**config.mk**
```make
export PLATFORM = sky130hd
export DESIGN_NAME = ntt_sched
export DESIGN_NICKNAME = d
export VERILOG_FILES = /design/src/rtl/ntt_pkg.sv /design/src/rtl/ntt_addr_gen.sv /design/src/rtl/ntt_sched.sv
export SDC_FILE = /design/constraint.sdc
export NUM_CORES = 1
export LEC_CHECK = 0
export CAP_MARGIN = 20
export CORE_MARGIN = 2
export CORE_UTILIZATION = 68
export DETAILED_ROUTE_END_ITERATION = 7
export DONT_BUFFER_PORTS = 1
export GPL_TIMING_DRIVEN = 1
export MAX_ROUTING_LAYER = met4
export PLACE_DENSITY_LB_ADDON = 0.15
export SLEW_MARGIN = 0
export SYNTH_ARGS = -nofsm -noshare
export SYNTH_HDL_FRONTEND = slang
export SYNTH_SLANG_ARGS = --single-unit
```
**constraint.sdc**
```tcl
create_clock -name clk -period 10.1 [get_ports clk]
set_input_delay 2.02 -clock clk [delete_from_list [all_inputs] [get_ports clk]]
set_output_delay 2.02 -clock clk [all_outputs]
set_load 0.01 [all_outputs]
```
**src/rtl/ntt_pkg.sv**
```systemverilog
// ---------------------------------------------------------------------------
// ntt_pkg : shared Kyber NTT constants, address types and sequencer states - rev 1.0
// ---------------------------------------------------------------------------
`default_nettype none

package ntt_pkg;

  localparam int KYBER_N    = 256;
  localparam int KYBER_Q    = 3329;
  localparam int LOG_N      = 8;
  localparam int NTT_LAYERS = 7;

  typedef logic [7:0] coef_addr_t;
  typedef logic [6:0] zeta_idx_t;

  typedef enum logic [1:0] {
    IDLE  = 2'd0,
    ISSUE = 2'd1,
    DRAIN = 2'd2
  } ntt_sched_state_t;

  // One entry of the write-back delay line.
  typedef struct packed {
    logic       valid;
    coef_addr_t addr_a;
    coef_addr_t addr_b;
  } wb_entry_t;

endpackage

`default_nettype wire

```
**src/rtl/ntt_addr_gen.sv**
```systemverilog
// ---------------------------------------------------------------------------
// ntt_addr_gen : (layer, butterfly, inv) -> coefficient addresses and zeta index - rev 1.0
// ---------------------------------------------------------------------------
`default_nettype none

module ntt_addr_gen
  import ntt_pkg::*;
(
  input  logic [2:0] layer,
  input  logic [6:0] bf,
  input  logic       inv,
  output coef_addr_t addr_a,
  output coef_addr_t addr_b,
  output zeta_idx_t  zeta_idx
);

  logic [3:0] s;
  logic [7:0] len;
  logic [7:0] b8;
  logic [7:0] grp;
  logic [7:0] zsum;

  always_comb begin
    b8 = {1'b0, bf};
    if (inv) begin
      s   = {1'b0, layer} + 4'd1;
      len = 8'd2 << layer;
    end else begin
      s   = 4'd7 - {1'b0, layer};
      len = 8'd128 >> layer;
    end
    grp    = b8 >> s;
    addr_a = (grp << (s + 4'd1)) | (b8 & (len - 8'd1));
    addr_b = addr_a + len;
    // Forward walks zetas upward per layer, inverse walks them back down.
    if (inv) zsum = (8'd128 >> layer) - 8'd1 - grp;
    else     zsum = (8'd1 << layer) + grp;
    zeta_idx = zsum[6:0];
  end

endmodule

`default_nettype wire

```
**src/rtl/ntt_sched.sv**
```systemverilog
// ---------------------------------------------------------------------------
// ntt_sched : 1-butterfly/cycle Kyber NTT sequencer; NTT_SCHED_INV_EN adds inverse - rev 1.0
// ---------------------------------------------------------------------------
`default_nettype none

module ntt_sched
  import ntt_pkg::*;
#(
  parameter int N      = 256,
  parameter int BF_LAT = 3
) (
  input  logic       clk,
  input  logic       reset,
  input  logic       start,
`ifdef NTT_SCHED_INV_EN
  input  logic       inv,
  output logic       bf_mode,
`endif
  output logic       busy,
  output logic       done,
  output logic       rd_en,
  output coef_addr_t rd_addr_a,
  output coef_addr_t rd_addr_b,
  output zeta_idx_t  zeta_idx,
  output logic       wr_en,
  output coef_addr_t wr_addr_a,
  output coef_addr_t wr_addr_b,
  output logic [2:0] layer
);

  generate
    if (N != KYBER_N) begin : g_bad_n
      $error("ntt_sched: N must be 256");
    end
    if (BF_LAT < 1 || BF_LAT > 8) begin : g_bad_lat
      $error("ntt_sched: BF_LAT must be 1..8");
    end
  endgenerate

  localparam logic [3:0] DRAIN_LAST = 4'(BF_LAT - 1);
  localparam logic [2:0] LAST_LAYER = 3'(NTT_LAYERS - 1);

  ntt_sched_state_t state;
  logic [7:0]       b_cnt;
  logic [3:0]       drain_cnt;
  logic [2:0]       gen_layer;
  logic [6:0]       gen_b;
  logic             gen_inv;
  coef_addr_t       gen_a;
  coef_addr_t       gen_b_addr;
  zeta_idx_t        gen_zeta;
  wb_entry_t        pipe [BF_LAT];

`ifdef NTT_SCHED_INV_EN
  logic inv_q;
  assign bf_mode = inv_q;
  assign gen_inv = (state == IDLE) ? inv : inv_q;
`else
  assign gen_inv = 1'b0;
`endif

  // The generator is fed the butterfly to be issued at the coming edge, so in
  // DRAIN it already looks at butterfly 0 of the next layer.
  always_comb begin
    gen_layer = layer;
    gen_b     = b_cnt[6:0];
    if (state == DRAIN) begin
      gen_layer = layer + 3'd1;
      gen_b     = '0;
    end
  end

  ntt_addr_gen u_addr_gen (
    .layer   (gen_layer),
    .bf      (gen_b),
    .inv     (gen_inv),
    .addr_a  (gen_a),
    .addr_b  (gen_b_addr),
    .zeta_idx(gen_zeta)
  );

  always_ff @(posedge clk) begin
    if (reset) begin
      state     <= IDLE;
      busy      <= 1'b0;
      done      <= 1'b0;
      rd_en     <= 1'b0;
      rd_addr_a <= '0;
      rd_addr_b <= '0;
      zeta_idx  <= '0;
      layer     <= '0;
      b_cnt     <= '0;
      drain_cnt <= '0;
`ifdef NTT_SCHED_INV_EN
      inv_q     <= 1'b0;
`endif
    end else begin
      done <= 1'b0;
      case (state)
        IDLE: begin
          if (start) begin
            state     <= ISSUE;
            busy      <= 1'b1;
            rd_en     <= 1'b1;
            rd_addr_a <= gen_a;
            rd_addr_b <= gen_b_addr;
            zeta_idx  <= gen_zeta;
            b_cnt     <= 8'd1;
`ifdef NTT_SCHED_INV_EN
            inv_q     <= inv;
`endif
          end
        end
        ISSUE: begin
          if (b_cnt[7]) begin
            state     <= DRAIN;
            rd_en     <= 1'b0;
            drain_cnt <= '0;
          end else begin
            rd_en     <= 1'b1;
            rd_addr_a <= gen_a;
            rd_addr_b <= gen_b_addr;
            zeta_idx  <= gen_zeta;
            b_cnt     <= b_cnt + 8'd1;
          end
        end
        DRAIN: begin
          if (drain_cnt == DRAIN_LAST) begin
            if (layer != LAST_LAYER) begin
              state     <= ISSUE;
              layer     <= layer + 3'd1;
              rd_en     <= 1'b1;
              rd_addr_a <= gen_a;
              rd_addr_b <= gen_b_addr;
              zeta_idx  <= gen_zeta;
              b_cnt     <= 8'd1;
            end else begin
              state <= IDLE;
              busy  <= 1'b0;
              done  <= 1'b1;
              layer <= '0;
              b_cnt <= '0;
            end
          end else begin
            drain_cnt <= drain_cnt + 4'd1;
          end
        end
        default: state <= IDLE;
      endcase
    end
  end

  // Write-back delay line; a reset flushes every pending write.
  always_ff @(posedge clk) begin
    if (reset) begin
      for (int i = 0; i < BF_LAT; i++) pipe[i] <= '0;
    end else begin
      pipe[0] <= {rd_en, rd_addr_a, rd_addr_b};
      for (int i = 1; i < BF_LAT; i++) pipe[i] <= pipe[i-1];
    end
  end

  assign wr_en     = pipe[BF_LAT-1].valid;
  assign wr_addr_a = pipe[BF_LAT-1].addr_a;
  assign wr_addr_b = pipe[BF_LAT-1].addr_b;

endmodule

`default_nettype wire

```
## Word-level counts from Yosys, hierarchy flattened

Memory sizes are Yosys's and may differ from the RTL's.
Cells that the tools add are included.
W data, S select, Z words.

- Register bits: 43
- Bits in writable memories: 51
- Word-level logic and storage cells: 101
- Memories kept: 1

- Add/sub/neg operators: 8
- Equality and inequality tests: 11
- Shift-type cells: 4
- Multiplexer cells: 46
- Bitwise gates (word level): 7
- Reduce and logical (&&, ||, !) cells: 13

Memories:

| name | words | width | read ports | clocked after memory_dff | write ports | RTL line | source |
|---|---|---|---|---|---|---|---|
| pipe | 3 | 17 | 3 | 0 | 3 | ntt_sched.sv:52 | `wb_entry_t pipe [BF_LAT];` |

Operator list:

| cell | count |
|---|---|
| $mux W8 | 11 |
| $pmux W8 S3 | 3 |
| $mux W17 | 3 |
| $mux W7 | 5 |
| $pmux W7 S3 | 1 |
| $mux W1 | 12 |
| $reduce_and A4 Y1 | 3 |
| $ne A2 B2 Y1 const B | 5 |
| $reduce_and A3 Y1 | 3 |
| $add A4 B1 Y4 const B | 2 |
| $add A8 B1 Y8 const B | 1 |
| $add A8 B8 Y8 | 1 |
| $and A7 B8 Y8 | 1 |
| $mux W4 | 2 |
| $or A8 B8 Y8 | 1 |
| $pmux W4 S2 | 1 |
| $shl A8 B4 Y8 | 1 |
| $shr A7 B4 Y8 | 1 |
| $shr A8 B3 Y8 const A | 1 |
| $sub A8 B1 Y8 const B | 1 |
| $add A7 B7 Y7 | 1 |
| $shl A1 B3 Y7 const A | 1 |
| $mux W2 | 3 |
| $mux W3 | 2 |
| 18 further kinds | 23 |

## Logic depth before layout (Yosys ltp)

- Depth in word-level cells: 10
- Depth in mapped cells: 23
- Depth with buffers taken out: 21

## Hierarchy

Synthesis repeated with hierarchy kept, for this count alone.

- Cell total of the unflattened synthesis: 573
- Area, all modules: 5352.6 µm²

Modules (own cells, without submodules):

| module | instances | cells each | area an instance (µm²) | seq. area each (µm²) |
|---|---|---|---|---|
| ntt_sched | 1 | 343 | 3667.3 | 1881.8 |
| ntt_addr_gen | 1 | 230 | 1685.4 | 0.0 |

## Worst setup path before layout

Ideal clock, no wire load.

- Path type: reg-to-reg
- Start: reg layer[0]
- End: reg rd_addr_b[7]
- Setup time: 115 ps
- Arrival: 4490 ps
- Required time: 9985 ps
- Path slack: 5495 ps
- Stages on the path, launching flop included: 24
- Buffers on the path: 3
- Path through: dfxtp_1 > buf_2 > buf_2 > inv_1 > ha_1 > and2b_1 > nor2_1 > clkbuf_1 > nor2_1 > nand2_1 > ha_1 > nand2b_1 > o211ai_1 > o21ai_0 > a21oi_1 > nor3b_1 > or3_1 > ha_1 > o21a_1 > a21oi_1 > o21bai_1 > a21oi_1 > xnor3_1 > o21a_1

- Word-level cells in the longest chain between the ends: 10
- Elaborated cells on any way between the ends: 19
- Classes of those cells: add/sub: 5; eq/ne: 2; shift: 3; mux: 6; bitwise: 2; reduce/logical: 1

RTL lines:

| item | RTL line | source |
|---|---|---|
| from (decl) | ntt_sched.sv:28 | `output logic [2:0] layer` |
| from (signal assigned) | ntt_sched.sv:131 | `layer <= layer + 3'd1;` |
| $add A3 B1 Y3 | ntt_sched.sv:68 | `gen_layer = layer + 3'd1;` |
| $mux W3 (*) | ntt_sched.sv:67 | `if (state == DRAIN) begin` |
| $sub A3 B3 Y4 or $shr A8 B3 Y8 (tied branches) | ntt_addr_gen.sv:29, ntt_addr_gen.sv:30 |  |
| $add A4 B1 Y4, or another cell as far along | ntt_addr_gen.sv:33 | `addr_a = (grp << (s + 4'd1)) \| (b8 & (len - 8'd1));` |
| $shl A8 B4 Y8 or $and A7 B8 Y8 (tied branches) | ntt_addr_gen.sv:33 |  |
| $or A8 B8 Y8 (*) | ntt_addr_gen.sv:33 |  |
| via gen_a[4] | ntt_sched.sv:49 | `coef_addr_t gen_a;` |
| $add A8 B8 Y8 (*) | ntt_addr_gen.sv:34 | `addr_b = addr_a + len;` |
| $mux W8 | ntt_sched.sv:129 | `if (layer != LAST_LAYER) begin` |
| $mux W8 | ntt_sched.sv:128 | `if (drain_cnt == DRAIN_LAST) begin` |
| $pmux W8 S3 (*) | ntt_sched.sv:99 | `case (state)` |
| to (signal assigned) | ntt_sched.sv:106 | `rd_addr_b <= gen_b_addr;` |
| to (signal assigned) | ntt_sched.sv:122 | `rd_addr_b <= gen_b_addr;` |
| to (signal assigned) | ntt_sched.sv:134 | `rd_addr_b <= gen_b_addr;` |
| to (decl) | ntt_sched.sv:23 | `output coef_addr_t rd_addr_b,` |

Mark *: on every way through the listed nets, which the timed path passes. The rest lies on a longest branch. The select of a mux whose other input is x is not followed.
A chain may end at the register's enable or synchronous reset.

## Final worst setup path

- Start: reg layer[0]
- End: reg rd_addr_b[6]

Same word-level chain as after synthesis.

==> metrics.yaml <==
run_status:
  status: "complete, no violations"
sta:
  hold_viol: 0
  relSlewSlack: 0.369
  setup_violations: 0
  rsz0062_at_grt: "no"
  tightest_slew_ns: 0.947
  tns_ns: 0
  skew_ns: 0.0104
  fin_crit_ns: 4.92
  timing.final.crit_share: 0.487
  slew_viol_final: 0
  fmax_ghz: 0.203
cts:
  cts_tree: "built"
  post_cts_buffers: 0
  clock_sinks: 94
  clk_transition_reported_paths_ns: 0.10
  cts_buffers: 9
  clk_latency_ns: 0.37
  cts-root-buf: "clkbuf_8"
  cts_max_level: 3
  clock_path_buffers: 2
  cts_resized: 0
  cts.hold.buffers_added: 0
die:
  fp.coreArea_sq_um: 6790
  dieArea_sq_um: 7710
  pin_count: 49
  die_h_microns: 87.8
  die_w_microns: 87.8
  start_util: 0.703
  rows: 30
drt:
  dr_wl_met3_microns: 684
  via_per_inst: 6.02
  drc: 0
  drt_wl_total_microns: 10700
  avgRoutedWirePerCell_microns: 17.3
  maxUsedRoutingLayer: "met4"
  m1WireLength_microns: 4730
  route.met2.wl_microns: 5040
  ant_nets: 0
  dr.pass1.iters: 7
  num_vias: 3730
  drt_iter0_markers: 247
logic_synthesis:
  synth_edf_count: 0
  ys_ff_latch: 94
  yosysWarnings: 0
  synth_nets: 579
  ys_seq_area_frac: 0.394
  synth_top_area_frac: 0.394
  synth.top_cells.by_count: "dfxtp_1 (94), nor2b_1 (59), nor2_1 (54)"
  syn_area_sq_um: 4780
  async_flop_share: 0
  synth_top_cell_by_area: "dfxtp_1"
  synthFlopType: "dfxtp_1"
  yosysMostFrequentCell: "dfxtp_1"
  synthTopCellsByArea: "dfxtp_1 (39%), nor2b_1 (7.7%), ha_1 (6.5%)"
  postSynthAreaPerCell_sq_um: 8.70
  synth_cell_types: 71
  synthCells: 549
pwr:
  peakVddDrop_uv: 70.6
  swShare: 0.273
  power_frac_clock: 0.352
  power.internal_mw: 0.497
  combPwrFrac: 0.070
  power_switching_mw: 0.187
  power_density_nw_per_um2: 141
  totalPowerFinal_mw: 0.684
  seqPwrFrac: 0.578
  power.leakage_nw: 1.90
cells_and_area:
  area.growth.synth_to_final_pct: 1.75
  final_layout_size_suffix_gt1_frac: 0.0668
  seq_area_sq_um: 1880
  layout.nets: 549
  final_core_util: 0.715
  multi_input_area_sq_um: 2550
  fill_cells: 529
  diodes: 0
worst_setup_path:
  crit_type: "reg2reg"
  start_kind: "flop"
  end_kind: "flop"
  cp_max_fo: 26
  reg2reg_slack_ns: 5.18
  cp_data_required_time_ns: 10.38
  arrival_ns: 5.19
global_routing:
  grt_use_total: 0.291
  grt_antenna_before_repair: 0
  grt_pass1_wl_microns: 16900
  gr-total-overflow: 0
  grt_max_degree: 94
  grt_pass1_vias: 3390
place:
  gp_congestion: 1.03
  hpwlAfterDp_microns: 7580
  io_buffers: 0
worst_hold_path:
  hold_class: "reg2reg"
flow_run:
  maxCapViolCount: 0
## sequential cells by signal, summed over array words and instances, names as in the netlist
signal,cells
state,2
busy,1
layer,3
b_cnt,8
pipe,51
rd_addr_a,8
zeta_idx,7
rd_en,1
done,1
drain_cnt,4
rd_addr_b,8
## per-layer routing
metal	GRT usage	vias to the layer above
met2	0.451	153
met3	0.0622	23
met5	-	-
li1	-	1801
met4	0.0951	0
met1	0.380	1753
## cell usage in the layout, fill, tap and decap left out, drive strengths merged, types with 4 or more instances in the layout
cell	count
ha	25
nand3	14
o21ai	11
mux2i	6
nor3b	4
xor2	8
nor2b	59
nand2b	10
a31oi	4
nor4	5
a21oi	32
xnor2	10
dfxtp	94
a21o	4
buf	5
nand2	49
inv	23
nor3	19
a211oi	10
clkbuf	9
nor2	55
## power by group through the flow
stage	clock (mW)	combinational [mW]	sequential, mW
after floorplan	0	0.0463	0.400
after global placement	0	0.0441	0.403
after detailed placement	0	0.0463	0.404
after CTS	0.244	0.0473	0.396
after global routing	0.261	0.0520	0.397
final	0.241	0.0478	0.395
## final cells by class
class,count,area share
multi-input combinational,389,0.526
clock inverter,7,0.0139
tap,96,0.0247
clock buffer,9,0.0255
timing repair buffer,5,0.00772
inverter,20,0.0154
sequential,94,0.387
## cell families (layout without fill, tap and decap cells)
kind of cell             count (synthesis)  in the layout  synth area share
multiplexers                             6              6            0.0126
buffers and inverters                   66             41            0.0712
AO/OA/AOI/OAI                          103            103             0.156
adder cells (fa/ha/maj)                 27             27            0.0739
XOR/XNOR                                19             19            0.0416
flip-flops                              94             94             0.394
AND/OR/NAND/NOR                        234            234             0.251
## critical path, stage by stage, from the launching register on
cell	delay, ns
dfxtp_1	0.33
buf_4	0.31
inv_1	0.17
ha_1	0.35
nand2b_1	0.21
nand2_1	0.39
nor2_1	0.13
ha_1	0.52
inv_1	0.16
nor2_1	0.19
a31oi_1	0.12
o2bb2ai_1	0.27
ha_1	0.22
inv_1	0.05
fa_1	0.38
nor2b_1	0.16
o21ai_0	0.11
nand2b_1	0.14
a21o_1	0.14
a21oi_1	0.10
xor2_1	0.16
o31ai_1	0.19
## final timing paths
path	from	endpoint	cells past startpoint
setup reg to reg	layer[0]	rd_addr_b[6]	21
hold / removal	pipe[0][16]	pipe[0][33]	1
hold reg to reg	pipe[0][16]	pipe[0][33]	1
setup / recovery	layer[0]	rd_addr_b[6]	21
## metrics by stage
stage	setup slack [ns]	instance area (sq um)	hold slack, ns	instances
3_3_place_gp	5.53	4670	0.415	604
6_report	5.18	4860	0.442	620
3_5_place_dp	5.39	4670	0.420	604
2_1_floorplan	5.50	4780	0.414	549
5_1_grt	4.78	4860	0.457	620
4_1_cts	5.27	4860	0.441	620
No activity file was read; power rests on OpenSTA's default activity.
==> patch 1 (same flow settings) <==
`BF_LAT`: 3 -> 6.
--- a/src/rtl/ntt_sched.sv
+++ b/src/rtl/ntt_sched.sv
@@ -8,5 +8,5 @@
 #(
   parameter int N      = 256,
-  parameter int BF_LAT = 3
+  parameter int BF_LAT = 6
 ) (
   input  logic       clk,
Behaviour: not the same (Yosys sat finds a counterexample within 10 cycles, from zero or initial values and one cycle with reset high).
==> patch 1 against the unedited design <==
Setup slack got worse by 0.32 ns. Synthesized area rose by 28%. Largest power group is now clock. Non-clock buffer count down 2. Routed wire length rose by 48%. Core utilization grew 5.3 points. Design area increased by 38%. Critical path type unchanged. Via count is 26% higher. Combinational power is 3% lower. Total power up 85%. Sequential cell count up 51.
==> patch 1: results (changes against the unedited design) <==
The deepest clock path buffer count came out at 2 (unchanged). The hold slack came out at 0.433 ns (-0.00892 ns). The overall fraction of global-route tracks in use came out at 0.343 (+0.0514). The number of gates given a new drive strength after cts is 0 (unchanged). The final net count came out at 668 (+22%). The met3 demand-to-capacity share in global routing came to 0.0695 (+0.00730). The clock-pin slew reported for the worst setup and hold paths after clock tree synthesis came to 0.07 ns (-0.03 ns).

The via count is 4711 (+26%). The share of async-settable or async-resettable flops after synthesis came out at 0 (unchanged). The run finished with clean final reports. The number of instances in the placed design is 723 (+20%). Ranked by total cell area, the synthesized netlist is headed by dfxtp_1 48%, nor2b_1 11%, ha_1 5.9%. The post-CTS repair timing setup buffer count is 0 (unchanged).

pipe holds more flip-flops than any other register. The length of the first detailed-routing pass in iterations came to 6 (-1). The fraction of final layout cells with drive strength greater than 1 was 0.0850 (+0.0182). The total half-perimeter wirelength after legalization and detailed placement came to 9340 microns (+23%). The per-cell routed wire length was 21.1 microns (+22%). The transition time at the pin with the least slew margin is 0.897 ns (-0.0496 ns). The leakage power summed over all cells came out at 2.65 nW (+39%). The post-synthesis net count is 678 (+17%). The source-to-sink clock delay at the later pin of the worst-skew pair came out at 0.53 ns (+0.16 ns). The maximum fanout encountered on the critical timing path is 18 (-31%). The number of warnings printed during yosys synthesis came to 0 (unchanged). The number of pins with negative max-slew slack in the final report was 0 (unchanged). The detailed-route vias per instance is 6.24 (+3.7%). By count the netlist is led by 145 x dfxtp_1, 108 x nor2b_1, 48 x nand2_1. The worst clock skew on the final layout was 0.0100 ns (-0.000353 ns). The number of buffers added by the clock tree synthesis step came to 17 (+8). The mean instance size in the synthesized netlist came out at 9.47 sq um (+8.8%).

In the synthesized netlist the dominant register cell turns out to be dfxtp_1. The number of antenna violations at the first check in global routing came out at 0 (unchanged). Clock tree synthesis selected as its root buffer the cell clkbuf_8. The number of I/O port buffers came out at 0 (unchanged). The maximum number of pins on one net before global-route repair came out at 134 (+43%). The count of routing violations after the opening detailed-route iteration is 396 (+60%). The placer's final routability congestion estimate is 0.958 (-7.1%). The total inserted antenna cells came out at 0 (unchanged).

The class of the worst hold path is reg2reg. The H-tree depth reported by CTS came to 4 (+1). The reg-to-reg setup timing slack is 4.86 ns (-0.32 ns).

The wire length of the first global-routing pass is 25100 microns (+48%). The critical path data arrival time is 5.70 ns (+0.51 ns). The number of distinct library cells after synthesis is 71 (unchanged).

The worst-case vdd ir drop came out at 0.144 mV (+100%). The flip-flop count of the largest register after layout is 102 (+100%). The met1 routing resource usage after global routing was 0.387 (+0.00741). The fraction of met2 tracks used by global routing is 0.598 (+0.147). The register area share after synthesis is 0.476 (+0.0820).
patch 1: changes by cell type after synthesis, moves of 8 or more:
cell,delta
nor2_1,-14
clkbuf_1,+9
dfxtp_1,+51
buf_4,-17
o21ai_0,+10
nor3_1,-8
nor2b_1,+49
patch 1: layer usage:
layer / vias up / wire [microns] / share of wire
met5: - / 0 / 0
met4: 0 / 515 / 0.032
met3: 57 / 1080 / 0.068
met2: 243 / 8170 / 0.51
met1: 2249 / 6140 / 0.39
li1: 2162 / - / -
patch 1: worst max-delay path, stage by stage, from the launching register on:
cell	delay, ns
dfxtp_1	0.91
inv_1	0.16
ha_1	0.37
nand2b_4	0.19
nand2_4	0.15
inv_2	0.10
ha_1	0.23
ha_1	0.41
and2_1	0.25
nand2_1	0.10
or3_1	0.11
nand4_1	0.10
or4_4	0.44
ha_1	0.23
or4_1	0.49
o21ai_0	0.22
xor2_1	0.14
or3_1	0.33
a21oi_1	0.13
nand4b_1	0.12
patch 1: worst paths after layout:
check | from | endpoint | cells after the start
worst max register to register | layer[0] | rd_addr_b[7] | 19
worst max-delay path | layer[0] | rd_addr_b[7] | 19
worst min-delay path | pipe[4][2] | pipe[5][2] | 1
worst min register to register | pipe[4][2] | pipe[5][2] | 1
patch 1: cell type report:
cell class | count | area (sq um)
multi-input combinational | 443 | 2970
sequential | 145 | 2900
fill | 526 | 2020
clock buffer | 18 | 418
clock inverter | 14 | 161
tap | 108 | 135
inverter | 24 | 90.1
timing repair buffer | 3 | 22.5
patch 1: through the flow:
stage	worst slack (ns)	power, mW	cell area, sq um
CTS	4.95	1.27	6700
global route	4.61	1.30	6700
floorplan	5.56	0.646	6100
detailed placement	4.99	0.653	6120
global placement	5.14	0.650	6120
finish	4.86	1.27	6700
patch 1: where the power goes:
| part | switching (mW) | internal (mW) |
|---|---|---|
| clock network | 0.284 | 0.341 |
| logic | 0.0284 | 0.0179 |
| registers | 0.0131 | 0.585 |
patch 1: cell families (layout without fill, tap and decap cells):
group | Yosys count | count (layout) | synth area share
flip-flops | 145 | 145 | 0.476
multiplexers | 12 | 12 | 0.0213
AO/OA/AOI/OAI | 119 | 119 | 0.134
XOR/XNOR | 18 | 18 | 0.0289
adder cells (fa/ha/maj) | 31 | 31 | 0.0661
buffers and inverters | 56 | 59 | 0.0369
AND/OR/NAND/NOR | 263 | 263 | 0.237
==> patch 2 (config.mk and constraints unchanged) <==
Made on the original files. The 3 states of `ntt_sched_state_t` get a one-hot encoding in 3 bits.
--- a/src/rtl/ntt_pkg.sv
+++ b/src/rtl/ntt_pkg.sv
@@ -14,8 +14,8 @@
   typedef logic [6:0] zeta_idx_t;
 
-  typedef enum logic [1:0] {
-    IDLE  = 2'd0,
-    ISSUE = 2'd1,
-    DRAIN = 2'd2
+  typedef enum logic [2:0] {
+    IDLE  = 3'b001,
+    ISSUE = 3'b010,
+    DRAIN = 3'b100
   } ntt_sched_state_t;
 
Function: no difference found for any inputs over 10 cycles, from zero or initial values and one cycle with reset high; not proved beyond that.
==> patch 2 against the unedited design <==
Setup slack better by 0.20 ns. Sequential share of layout area rose by 0.59 points. Routed wire length increased by 2.2%. Global-route usage up 1.2 points. Synthesized area down 0.39%. Design area shrank 0.46%. Total power is 0.94% higher. Clock power rose by 8.7%. Maximum frequency increased by 4.2%. Count of clock-buffer cells in the layout is the same. Sequential cell count is 1 higher. First-iteration DRC count grew 3.6%. Largest cell class unchanged.
==> patch 2: results (changes against the unedited design) <==
The overall fraction of global-route tracks in use came out at 0.303 (+0.0121). The placer's final routability congestion estimate came out at 0.984 (-4.6%). The complex-gate fraction of the synthesized area was 0.155 (-0.000701). The count of routing violations after the opening detailed-route iteration came to 256 (+3.6%).

Ranked by total cell area, the synthesized netlist is headed by dfxtp_1 40%, nor2b_1 7.9%, ha_1 5.0%. The met3 demand-to-capacity share in global routing was 0.0688 (+0.00660). The flow ran to the end, and the final reports show no timing, DRC or antenna violations.

The sequential portion of the cell area came out at 0.393 (+0.00594). The arithmetic-cell share of the synthesized area counting full adders, half adders and majority gates is 0.0584 (-0.0155). The met2 wire length came to 5250 microns (+4.1%). The clock sink count was 95 (+1.1%). The remaining max-slew budget at the tightest pin is 0.502 (+0.133). The fraction of final layout cells with drive strength greater than 1 is 0.0775 (+0.0107). The leakage power summed over all cells is 1.86 nW (-2.3%). The largest delay contributor family on the critical path is compound AO/OA/AOI/OAI gates.

The terminus of the critical flop-to-flop path is rd_addr_b[7]. The number of instances in the placed design came out at 596 (-1.3%). The maximum fanout encountered on the critical timing path is 16 (-38%). The total half-perimeter wirelength after legalization and detailed placement was 7720 microns (+1.9%).

The via count of the first global-routing pass is 3500 (+3.2%). The number of non-clock inverters came out at 23 (+15%). The wire length of the first global-routing pass is 17300 microns (+2.3%). The fraction of met2 tracks used by global routing is 0.493 (+0.0420). The register area share after synthesis is 0.400 (+0.00576).

The reg-to-reg setup timing slack came out at 5.38 ns (+0.20 ns). The number of cells produced by synthesis was 547 (-0.36%). The post-synthesis net count came out at 571 (-1.4%). The length of the first detailed-routing pass in iterations came out at 5 (-2). The mux contribution to synthesized area is 0.0381 (+0.0256).
-- patch 2: cell count changes after synthesis, sizes merged, moves of 5 or more --
cell,before,now
clkbuf,17,23
ha,25,19
mux2,0,5
nand2,49,41
nand2b,10,2
nand4,3,8
nor3,19,9
o21ai,11,23
-- patch 2: worst min-delay path by stage --
stage                start     endpoint  slack [ns]  cells past startpoint
4_1_cts         pipe[0][5]  pipe[0][22]        0.45                      1
3_5_place_dp    pipe[0][9]  pipe[0][26]        0.42                      1
5_1_grt        pipe[0][33]  pipe[0][50]        0.45                      1
3_3_place_gp   pipe[0][18]  pipe[0][35]        0.41                      1
6_report        pipe[0][5]  pipe[0][22]        0.44                      1
2_1_floorplan   pipe[0][0]  pipe[0][17]        0.41                      1
-- patch 2: power by group --
group,leakage (nW),switching [mW],internal (mW)
clock network,0.105,0.141,0.121
logic,0.982,0.0173,0.0123
registers,0.771,0.0136,0.386
total,1.86,0.172,0.519
